==> config.mk <==
export PLATFORM = sky130hd
export DESIGN_NAME = dmem_access_unit
export DESIGN_NICKNAME = d
export VERILOG_FILES = /design/src/rtl/dmem_access_unit_pkg.sv /design/src/rtl/lane_align.sv /design/src/rtl/dmem_access_unit.sv
export SDC_FILE = /design/constraint.sdc
export NUM_CORES = 1
export LEC_CHECK = 0
export CORE_MARGIN = 2
export CORE_UTILIZATION = 43
export DETAILED_ROUTE_END_ITERATION = 12
export GPL_ROUTABILITY_DRIVEN = 0
export GPL_TIMING_DRIVEN = 0
export HOLD_SLACK_MARGIN = 0.02
export PLACE_DENSITY = 0.86
export SKIP_LAST_GASP = 1
export SYNTH_ARGS = -nofsm -noshare
export SYNTH_HDL_FRONTEND = slang
export SYNTH_SLANG_ARGS = --single-unit
==> constraint.sdc <==
create_clock -name Clk -period 3.12 [get_ports Clk]
set_input_delay 0.468 -clock Clk [delete_from_list [all_inputs] [get_ports Clk]]
set_output_delay 0.468 -clock Clk [all_outputs]
set_load 0.05 [all_outputs]
==> src/rtl/dmem_access_unit_pkg.sv <==
// dmem_access_unit_pkg: size encodings and FSM states shared by the data-memory access unit.
package dmem_access_unit_pkg;
  localparam logic [1:0] SZ_BYTE = 2'b00;
  localparam logic [1:0] SZ_HALF = 2'b01;
  localparam logic [1:0] SZ_WORD = 2'b10;
  typedef enum logic [2:0] {
    IDLE   = 3'd0,
    RD     = 3'd1,
    RMW_RD = 3'd2,
    WR     = 3'd3,
    RESP   = 3'd4
  } state_t;
endpackage

==> src/rtl/lane_align.sv <==
// lane_align: little-endian load extract with sign/zero extension and sub-word store merge.
module lane_align
  import dmem_access_unit_pkg::*;
(
  input  logic [1:0]  i_lane,
  input  logic [1:0]  i_size,
  input  logic        i_signed,
  input  logic [31:0] i_rdata,
  input  logic [31:0] i_wdata,
  output logic [31:0] o_load,
  output logic [31:0] o_merge
);
  logic [4:0]  w_bshift;
  logic [4:0]  w_hshift;
  logic [7:0]  w_byte;
  logic [15:0] w_half;
  logic [31:0] w_mask;
  logic [31:0] w_ins;
  always_comb begin
    w_bshift = {i_lane, 3'b000};
    w_hshift = {i_lane[1], 4'b0000};
    w_byte   = 8'(i_rdata >> w_bshift);
    w_half   = 16'(i_rdata >> w_hshift);
    o_load   = i_size == SZ_BYTE ? {{24{i_signed & w_byte[7]}}, w_byte} :
               i_size == SZ_HALF ? {{16{i_signed & w_half[15]}}, w_half} : i_rdata;
    w_mask   = i_size == SZ_BYTE ? 32'h0000_00FF << w_bshift : 32'h0000_FFFF << w_hshift;
    w_ins    = i_size == SZ_BYTE ? {24'b0, i_wdata[7:0]} << w_bshift : {16'b0, i_wdata[15:0]} << w_hshift;
    o_merge  = i_size == SZ_WORD ? i_wdata : (i_rdata & ~w_mask) | (w_ins & w_mask);
  end
endmodule

==> src/rtl/dmem_access_unit.sv <==
// dmem_access_unit: one-at-a-time load/store initiator for a word-addressed single-port data memory.
module dmem_access_unit
  import dmem_access_unit_pkg::*;
#(
  parameter int ADDRESS_WIDTH = 32,
  parameter int DATA_WIDTH    = 32
) (
  input  logic                     Clk,
  input  logic                     Rst_n,
  input  logic                     ReqValid,
  output logic                     ReqReady,
  input  logic                     ReqWrite,
  input  logic [1:0]               ReqSize,
  input  logic                     ReqSigned,
  input  logic [31:0]              ReqAddr,
  input  logic [31:0]              ReqWData,
  output logic                     RespValid,
  output logic [31:0]              RespRData,
  output logic                     RespErr,
  output logic [ADDRESS_WIDTH-1:0] MemAddress,
  output logic [DATA_WIDTH-1:0]    MemWriteData,
  output logic                     MemWrite,
  input  logic [DATA_WIDTH-1:0]    MemData
);
  state_t      r_state;
  state_t      w_next;
  logic        r_write;
  logic        r_signed;
  logic        r_err;
  logic [1:0]  r_size;
  logic [31:0] r_addr;
  logic [31:0] r_wdata;
  logic [31:0] r_merge;
  logic [31:0] r_rdata;
  logic        w_hs;
  logic        w_err;
  logic [31:0] w_src;
  logic [31:0] w_load;
  logic [31:0] w_merge;
  assign ReqReady = r_state == IDLE && Rst_n;
  assign w_hs     = ReqValid && ReqReady;
  assign w_err    = ReqSize == 2'b11 || (ReqSize == SZ_HALF && ReqAddr[0]) ||
                    (ReqSize == SZ_WORD && ReqAddr[1:0] != 2'b00);
  always_comb begin
    w_next = r_state;
    case (r_state)
      IDLE:    if (w_hs) w_next = w_err ? RESP : !ReqWrite ? RD : ReqSize == SZ_WORD ? WR : RMW_RD;
      RD:      w_next = RESP;
      RMW_RD:  w_next = WR;
      WR:      w_next = RESP;
      default: w_next = IDLE;
    endcase
  end
  always_ff @(posedge Clk) r_state <= Rst_n ? w_next : IDLE;
  always_ff @(posedge Clk) begin
    if (!Rst_n) begin
      r_write  <= 1'b0;
      r_signed <= 1'b0;
      r_err    <= 1'b0;
      r_size   <= 2'b00;
      r_addr   <= '0;
      r_wdata  <= '0;
      r_merge  <= '0;
      r_rdata  <= '0;
    end else begin
      if (w_hs) begin
        r_write  <= ReqWrite;
        r_signed <= ReqSigned;
        r_size   <= ReqSize;
        r_addr   <= ReqAddr;
        r_wdata  <= ReqWData;
        r_err    <= w_err;
        r_rdata  <= '0;
      end
      if (r_state == RD) r_rdata <= w_load;
      if (r_state == RMW_RD) r_merge <= MemData;
    end
  end
  // Loads extract from live memory data; the write merge works on the word captured in RMW_RD.
  assign w_src = r_state == WR ? r_merge : MemData;
  lane_align u_lane (
    .i_lane   (r_addr[1:0]),
    .i_size   (r_size),
    .i_signed (r_signed),
    .i_rdata  (w_src),
    .i_wdata  (r_wdata),
    .o_load   (w_load),
    .o_merge  (w_merge)
  );
  assign MemAddress   = ADDRESS_WIDTH'(r_addr[31:2]);
  assign MemWriteData = w_merge;
  assign MemWrite     = r_state == WR && Rst_n && r_write;
  assign RespValid    = r_state == RESP;
  assign RespErr      = r_err;
  assign RespRData    = r_rdata;
endmodule
==> results of run 1 <==
==> what timing repair did <==
action                                  in CTS  in global routing
endpoints found under the setup margin      32                 32
setup buffers                                0                  1
endpoints found under the hold margin        0                  0
hold buffers                                 0                  0
gates resized for setup                    114                 43
pin swaps                                    0                  1
==> kinds of logic (layout without fill, tap and decap cells) <==
| logic type | count (synthesis) | in the layout | synth area share |
|---|---|---|---|
| multiplexers | 57 | 57 | 0.104 |
| flip-flops | 136 | 136 | 0.411 |
| AND/OR/NAND/NOR | 318 | 318 | 0.194 |
| other | 1 | 2 | 0.000567 |
| buffers and inverters | 97 | 328 | 0.0849 |
| AO/OA/AOI/OAI | 211 | 211 | 0.204 |
==> power groups by stage <==
stage	Sequential (mW)	Combinational (mW)	Clock (mW)
after floorplan	1.96	0.892	0
after global placement	1.95	1.45	0
after detailed placement	1.95	1.46	0
after CTS	1.91	1.45	1.97
after global routing	1.93	1.53	2.04
final	1.92	1.46	1.96
==> cells in the final DEF, fill, tap and decap left out, drive strengths merged, types with 3 or more instances in the layout <==
cell type      instances
mux4                   8
o21ai                 87
and3                   8
inv                    4
nor3b                  3
a32oi                 16
clkbuf                67
nor2b                  3
a22oi                 16
clkdlybuf4s50        167
a21boi                32
a22o                   8
clkdlybuf4s15         15
buf                   63
clkinv                 7
a32o                   8
mux2i                 33
nand2                259
nor2                  34
a21oi                 35
mux2                  16
dfxtp                136
==> metal layers <==
metal | wire [um] | up-vias | global-route usage | part of all wire
met4 | 886 | 0 | 0.134 | 0.039
met3 | 2580 | 67 | 0.0977 | 0.11
met1 | 8680 | 3142 | 0.329 | 0.38
met5 | 0 | - | 0 | 0
met2 | 10400 | 441 | 0.439 | 0.46
li1 | - | 3221 | - | -
==> registers in the layout (all words and copies together), names as in the netlist <==
register and flops:
r_wdata 32, RespErr 1, r_size 2, RespRData 32, r_write 1, r_addr 32, r_signed 1, r_state 3
r_merge 32
==> worst paths after layout <==
path / start / to / slack [ns] / depth (start not counted)
setup / recovery: r_size[0]$_SDFFE_PN0P_ / MemWriteData[28] / 0.02 / 7
hold / removal: r_addr[6]$_SDFFE_PN0P_ / r_addr[6]$_SDFFE_PN0P_ / 0.46 / 2
setup reg to reg: r_state[2]$_SDFFE_PN0P_ / RespRData[1]$_SDFFE_PN0P_ / 0.80 / 7
hold reg to reg: r_addr[6]$_SDFFE_PN0P_ / r_addr[6]$_SDFFE_PN0P_ / 0.46 / 2
==> critical path: stages (launching register included) <==
cell and delay [ns]:
dfxtp_1 0.39, or2_2 0.32, clkbuf_2 0.22, o21ai_4 0.33, buf_4 0.17, mux2_2 0.35, a21oi_1 0.14, buf_2 0.28
==> layout make-up <==
type,count,area [um2],area share
plain buffers,94,562,0.0596
clock buffers,19,443,0.0470
clock inverters,12,126,0.0134
inverters,3,11.3,0.00120
multi-input cells,588,3370,0.358
flip-flops and latches,136,2720,0.289
well taps,188,235,0.0250
repair buffers,200,1950,0.207
==> metrics by stage <==
stage	utilization	worst slack [ns]	hold WS (ns)	cell area [um2]
5_1_grt	0.622	-0.0689	0.471	9420
3_3_place_gp	0.584	-0.203	0.444	8850
2_1_floorplan	-	0.366	0.436	6620
3_5_place_dp	0.584	-0.199	0.449	8850
4_1_cts	0.624	-0.0807	0.442	9450
6_report	0.622	0.0200	0.456	9420
==> flow_summary.yaml, run 1 <==
status:
  outcome: "complete, no violations"
sta:
  final-setup-viol-count: 0
  drv_slew: 0
  tightest_slew_ns: 1.09
  hold_viol: 0
  tns_ns: 0
  rsz0062_at_grt: "yes"
  clock-skew-final_ns: 0.0103
  period_needed_ns: 3.10
  fmax_mhz: 323
  min_period_over_period: 0.994
  timing.slew.headroom: 0.269
floorplan:
  floorplan.initialDensity: 0.437
  std_cell_rows: 45
  die_h_um: 128
  pin_count: 203
  die_area_um2: 16400
  core_um2: 15100
  die_x_um: 128
power:
  p_sw_frac: 0.334
  power.share.sequential: 0.359
  ir_drop_mv: 0.398
  p_int_mw: 3.55
  clkPwrFrac: 0.367
  power.total_mw: 5.34
  powerDensity_nw_per_um2: 566
  p_leak_nw: 3.79
  switching_power_mw: 1.78
  combPwrFrac: 0.273
routing:
  drc: 0
  wl_per_cell_um: 18.2
  routed_wl_um: 22600
  first_iter_violations: 754
  via_per_inst: 5.54
  drt_pre_antenna_iters: 5
  detailroute.via_count: 6871
  final_antenna_net_count: 0
final_layout:
  nets: 1143
  antenna_cells: 0
  stdcell_count: 1240
  area_growth_pct: 42.4
  drive_gt1_frac: 0.153
  fillers: 1280
logic_synthesis:
  synth_commonest_cells: "259 x nand2_1, 136 x dfxtp_1, 85 x o21ai_0"
  synthFlopType: "dfxtp_1"
  synthesis.area_um2: 6620
  synthTopCellsByArea: "dfxtp_1 41%, nand2_1 15%, o21ai_0 6.4%, mux2i_1 5.0%, buf_4 3.7%"
  syn_area_per_cell_um2: 8.07
  yosysWarnings: 0
  yosys.cell_types.count: 45
  synth_cells: 820
  synth_edf_count: 0
  synth_top_area_cell: "dfxtp_1"
  ys_async_sr_fraction: 0
  yosysMostFrequentCell: "nand2_1"
  yosysTopAreaCellShare: 0.411
  postSynthRegisterBits: 136
  ys_seq_area_frac: 0.411
cts:
  cts_buffers: 17
  cts.htree.levels: 4
  clk_pin_slew_ns: 0.06
  cts-root-buf: "clkbuf_16"
  cts_tree: "yes"
  clockBufferDepth: 2
  clock-sinks: 136
  clkLatencyLatePin_ns: 0.43
worst_setup_path:
  worst-setup-path-type: "reg -> out"
  cp.required_ns: 2.65
  crit_fanout: 10
  startpoint_type: "register"
  arrival_ns: 2.63
  crit_path_end_kind: "output pin"
global_routing:
  grt_pass1_vias: 6497
  grt_max_degree: 17
  grt_usage: 0.274
  grt_pass1_wl_um: 34400
  antenna_found_initial: 0
  overflow: 0
place:
  port_buffers: 199
  dp_cells: 1208
  dp_hpwl_um: 16600
job:
  cap_viol_max_count: 0
worst_hold_path:
  min_path_type: "reg -> reg"
Power figures use the tool's default switching activity.
==> run 2, diff against run 1 <==
--- a/config.mk
+++ b/config.mk
@@ -7,6 +7,8 @@
 export LEC_CHECK = 0
 export CORE_MARGIN = 2
 export CORE_UTILIZATION = 43
+export CTS_BUF_LIST = sky130_fd_sc_hd__clkbuf_4
+export CTS_CLUSTER_SIZE = 16
 export DETAILED_ROUTE_END_ITERATION = 12
 export GPL_ROUTABILITY_DRIVEN = 0
 export GPL_TIMING_DRIVEN = 0
==> run 2 against run 1 <==
Count of clock-buffer cells in the layout is 1 lower; fmax is 2.0% higher; utilization is 1.8 points lower; sequential power hardly changed; power is 15% lower; die area stayed put; largest cell class unchanged; highest routed layer unchanged.
==> flow_summary.yaml, run 2 (synthesis gave the netlist of run 1 again) <==
sta:
  timing.slew.headroom: 0.314
  final-setup-viol-count: 0
  hold_viol: 0
  min_period_over_period: 0.975
  drv_slew: 0
  period_needed_ns: 3.04
  clock-skew-final_ns: 0.0188
  fmax_mhz: 329
  tightest_slew_ns: 1.02
  rsz0062_at_grt: "no"
  fin_ws_ns: 0.0795
  tns_ns: 0
cts:
  clkLatencyLatePin_ns: 0.58
  clock-sinks: 136
  cts-root-buf: "clkbuf_4"
  clockBufferDepth: 2
  cts_tree: "yes"
  cts_buffers: 17
  clk_pin_slew_ns: 0.12
  cts.htree.levels: 4
worst_hold_path:
  min_from: "Rst_n"
  holdPathStages: 3
  holdPathEnd: "r_state[0]$_SDFFE_PN0P_"
  min_path_type: "in -> reg"
worst_setup_path:
  critPathMaxStageDelay_ns: 0.41
  arrival_ns: 2.57
  r2r_slack_ns: 0.91
  cp.required_ns: 2.65
  timing.rr.end: "RespRData[24]$_SDFFE_PN0P_"
  crit_chain: "or2_2 > nor2_1 > nor2_4 > mux2_2 > a21oi_1 > clkdlybuf4s15_2"
  crit_fanout: 8
  startpoint_type: "register"
  crit_path_end_kind: "output pin"
  slowest_stage: "clkdlybuf4s15_2"
  ff2ff_path_depth: 6
  worst-setup-path-type: "reg -> out"
  r2r_start: "r_state[1]$_SDFFE_PN0P_"
final_layout:
  drive_gt1_frac: 0.170
  final_cell_mix: "258 x nand2_1, 167 x clkdlybuf4s50_1, 134 x dfxtp_1, 85 x o21ai_0, 38 x buf_4"
  area_growth_pct: 38.2
  nets: 1142
  stdcell_count: 1239
  layout_commonest_cell: "nand2_1"
  antenna_cells: 0
  post-route-util: 0.604
global_routing:
  antenna_found_initial: 0
  overflow: 0
  grt_usage: 0.266
  grt_max_degree: 17
  grt_pass1_vias: 6319
  grt_pass1_wl_um: 33300
routing:
  drc: 0
  via_per_inst: 5.46
  drt_pre_antenna_iters: 7
  wl_per_cell_um: 17.8
  first_iter_violations: 636
  detailroute.via_count: 6764
  final_antenna_net_count: 0
  routed_wl_um: 22100
job:
  cap_viol_max_count: 0
power:
  p_leak_nw: 3.59
  powerDensity_nw_per_um2: 493
  ir_drop_mv: 0.410
  power.total_mw: 4.51
floorplan:
  pin_count: 203
  core_um2: 15100
  floorplan.initialDensity: 0.437
  die_x_um: 128
  std_cell_rows: 45
  die_h_um: 128
  die_area_um2: 16400
place:
  post-place-ws_ns: -0.199
  dp_hpwl_um: 16600
  dp_cells: 1208
  port_buffers: 199
status:
  outcome: "complete, no violations"
==> run 2: cell type report <==
| cell class | count | area (um2) |
|---|---|---|
| fill | 1347 | 6000 |
| multi-input combinational | 588 | 3460 |
| tap | 188 | 235 |
| clock buffer | 18 | 135 |
| sequential | 136 | 2730 |
| buffer | 94 | 564 |
| inverter | 3 | 11.3 |
| clock inverter | 13 | 130 |
| timing repair buffer | 199 | 1880 |
==> run 2: routing by layer <==
| layer | GRT usage | part of all wire | vias up |
|---|---|---|---|
| met5 | 0 | 0 | - |
| met4 | 0.126 | 0.035 | 0 |
| met3 | 0.102 | 0.12 | 65 |
| met2 | 0.416 | 0.46 | 411 |
| met1 | 0.324 | 0.39 | 3068 |
| li1 | - | - | 3220 |
==> run 2: what timing repair did <==
item	CTS	global route
pin swaps	1	1
setup buffers	0	0
hold buffers	0	0
gates resized for setup	164	56
setup endpoints to repair	32	32
==> run 2: worst max path at each step <==
stage                       startpoint               end  slack (ns)
2_1_floorplan   r_size[0]$_SDFFE_PN0P_  MemWriteData[24]        0.37
3_3_place_gp    r_addr[0]$_SDFFE_PN0P_  MemWriteData[14]       -0.20
3_5_place_dp    r_addr[0]$_SDFFE_PN0P_  MemWriteData[14]       -0.20
4_1_cts        r_state[2]$_SDFFE_PN0P_  MemWriteData[23]       -0.09
5_1_grt         r_size[1]$_SDFFE_PN0P_  MemWriteData[15]       0.001
6_report        r_size[1]$_SDFFE_PN0P_   MemWriteData[9]        0.08
==> run 2: critical path: cells and delay by family (launching register included) <==
kind                   cells  cell delay, ns
flip-flops                 1            0.37
AO/OA/AOI/OAI              1            0.22
AND/OR/NAND/NOR            3            0.71
buffers and inverters      1            0.41
multiplexers               1            0.29
==> run 2: report_power, final <==
group          internal (mW)  switching [mW]
Sequential              1.84          0.0734
Clock                  0.473           0.669
Combinational          0.517           0.935
==> run 2: metrics by stage <==
step | hold slack, ns | area [um2]
floorplan | 0.436 | 6620
global placement | 0.444 | 8850
detailed placement | 0.449 | 8850
CTS | 0.262 | 9130
global route | 0.289 | 9150
finish | 0.290 | 9150
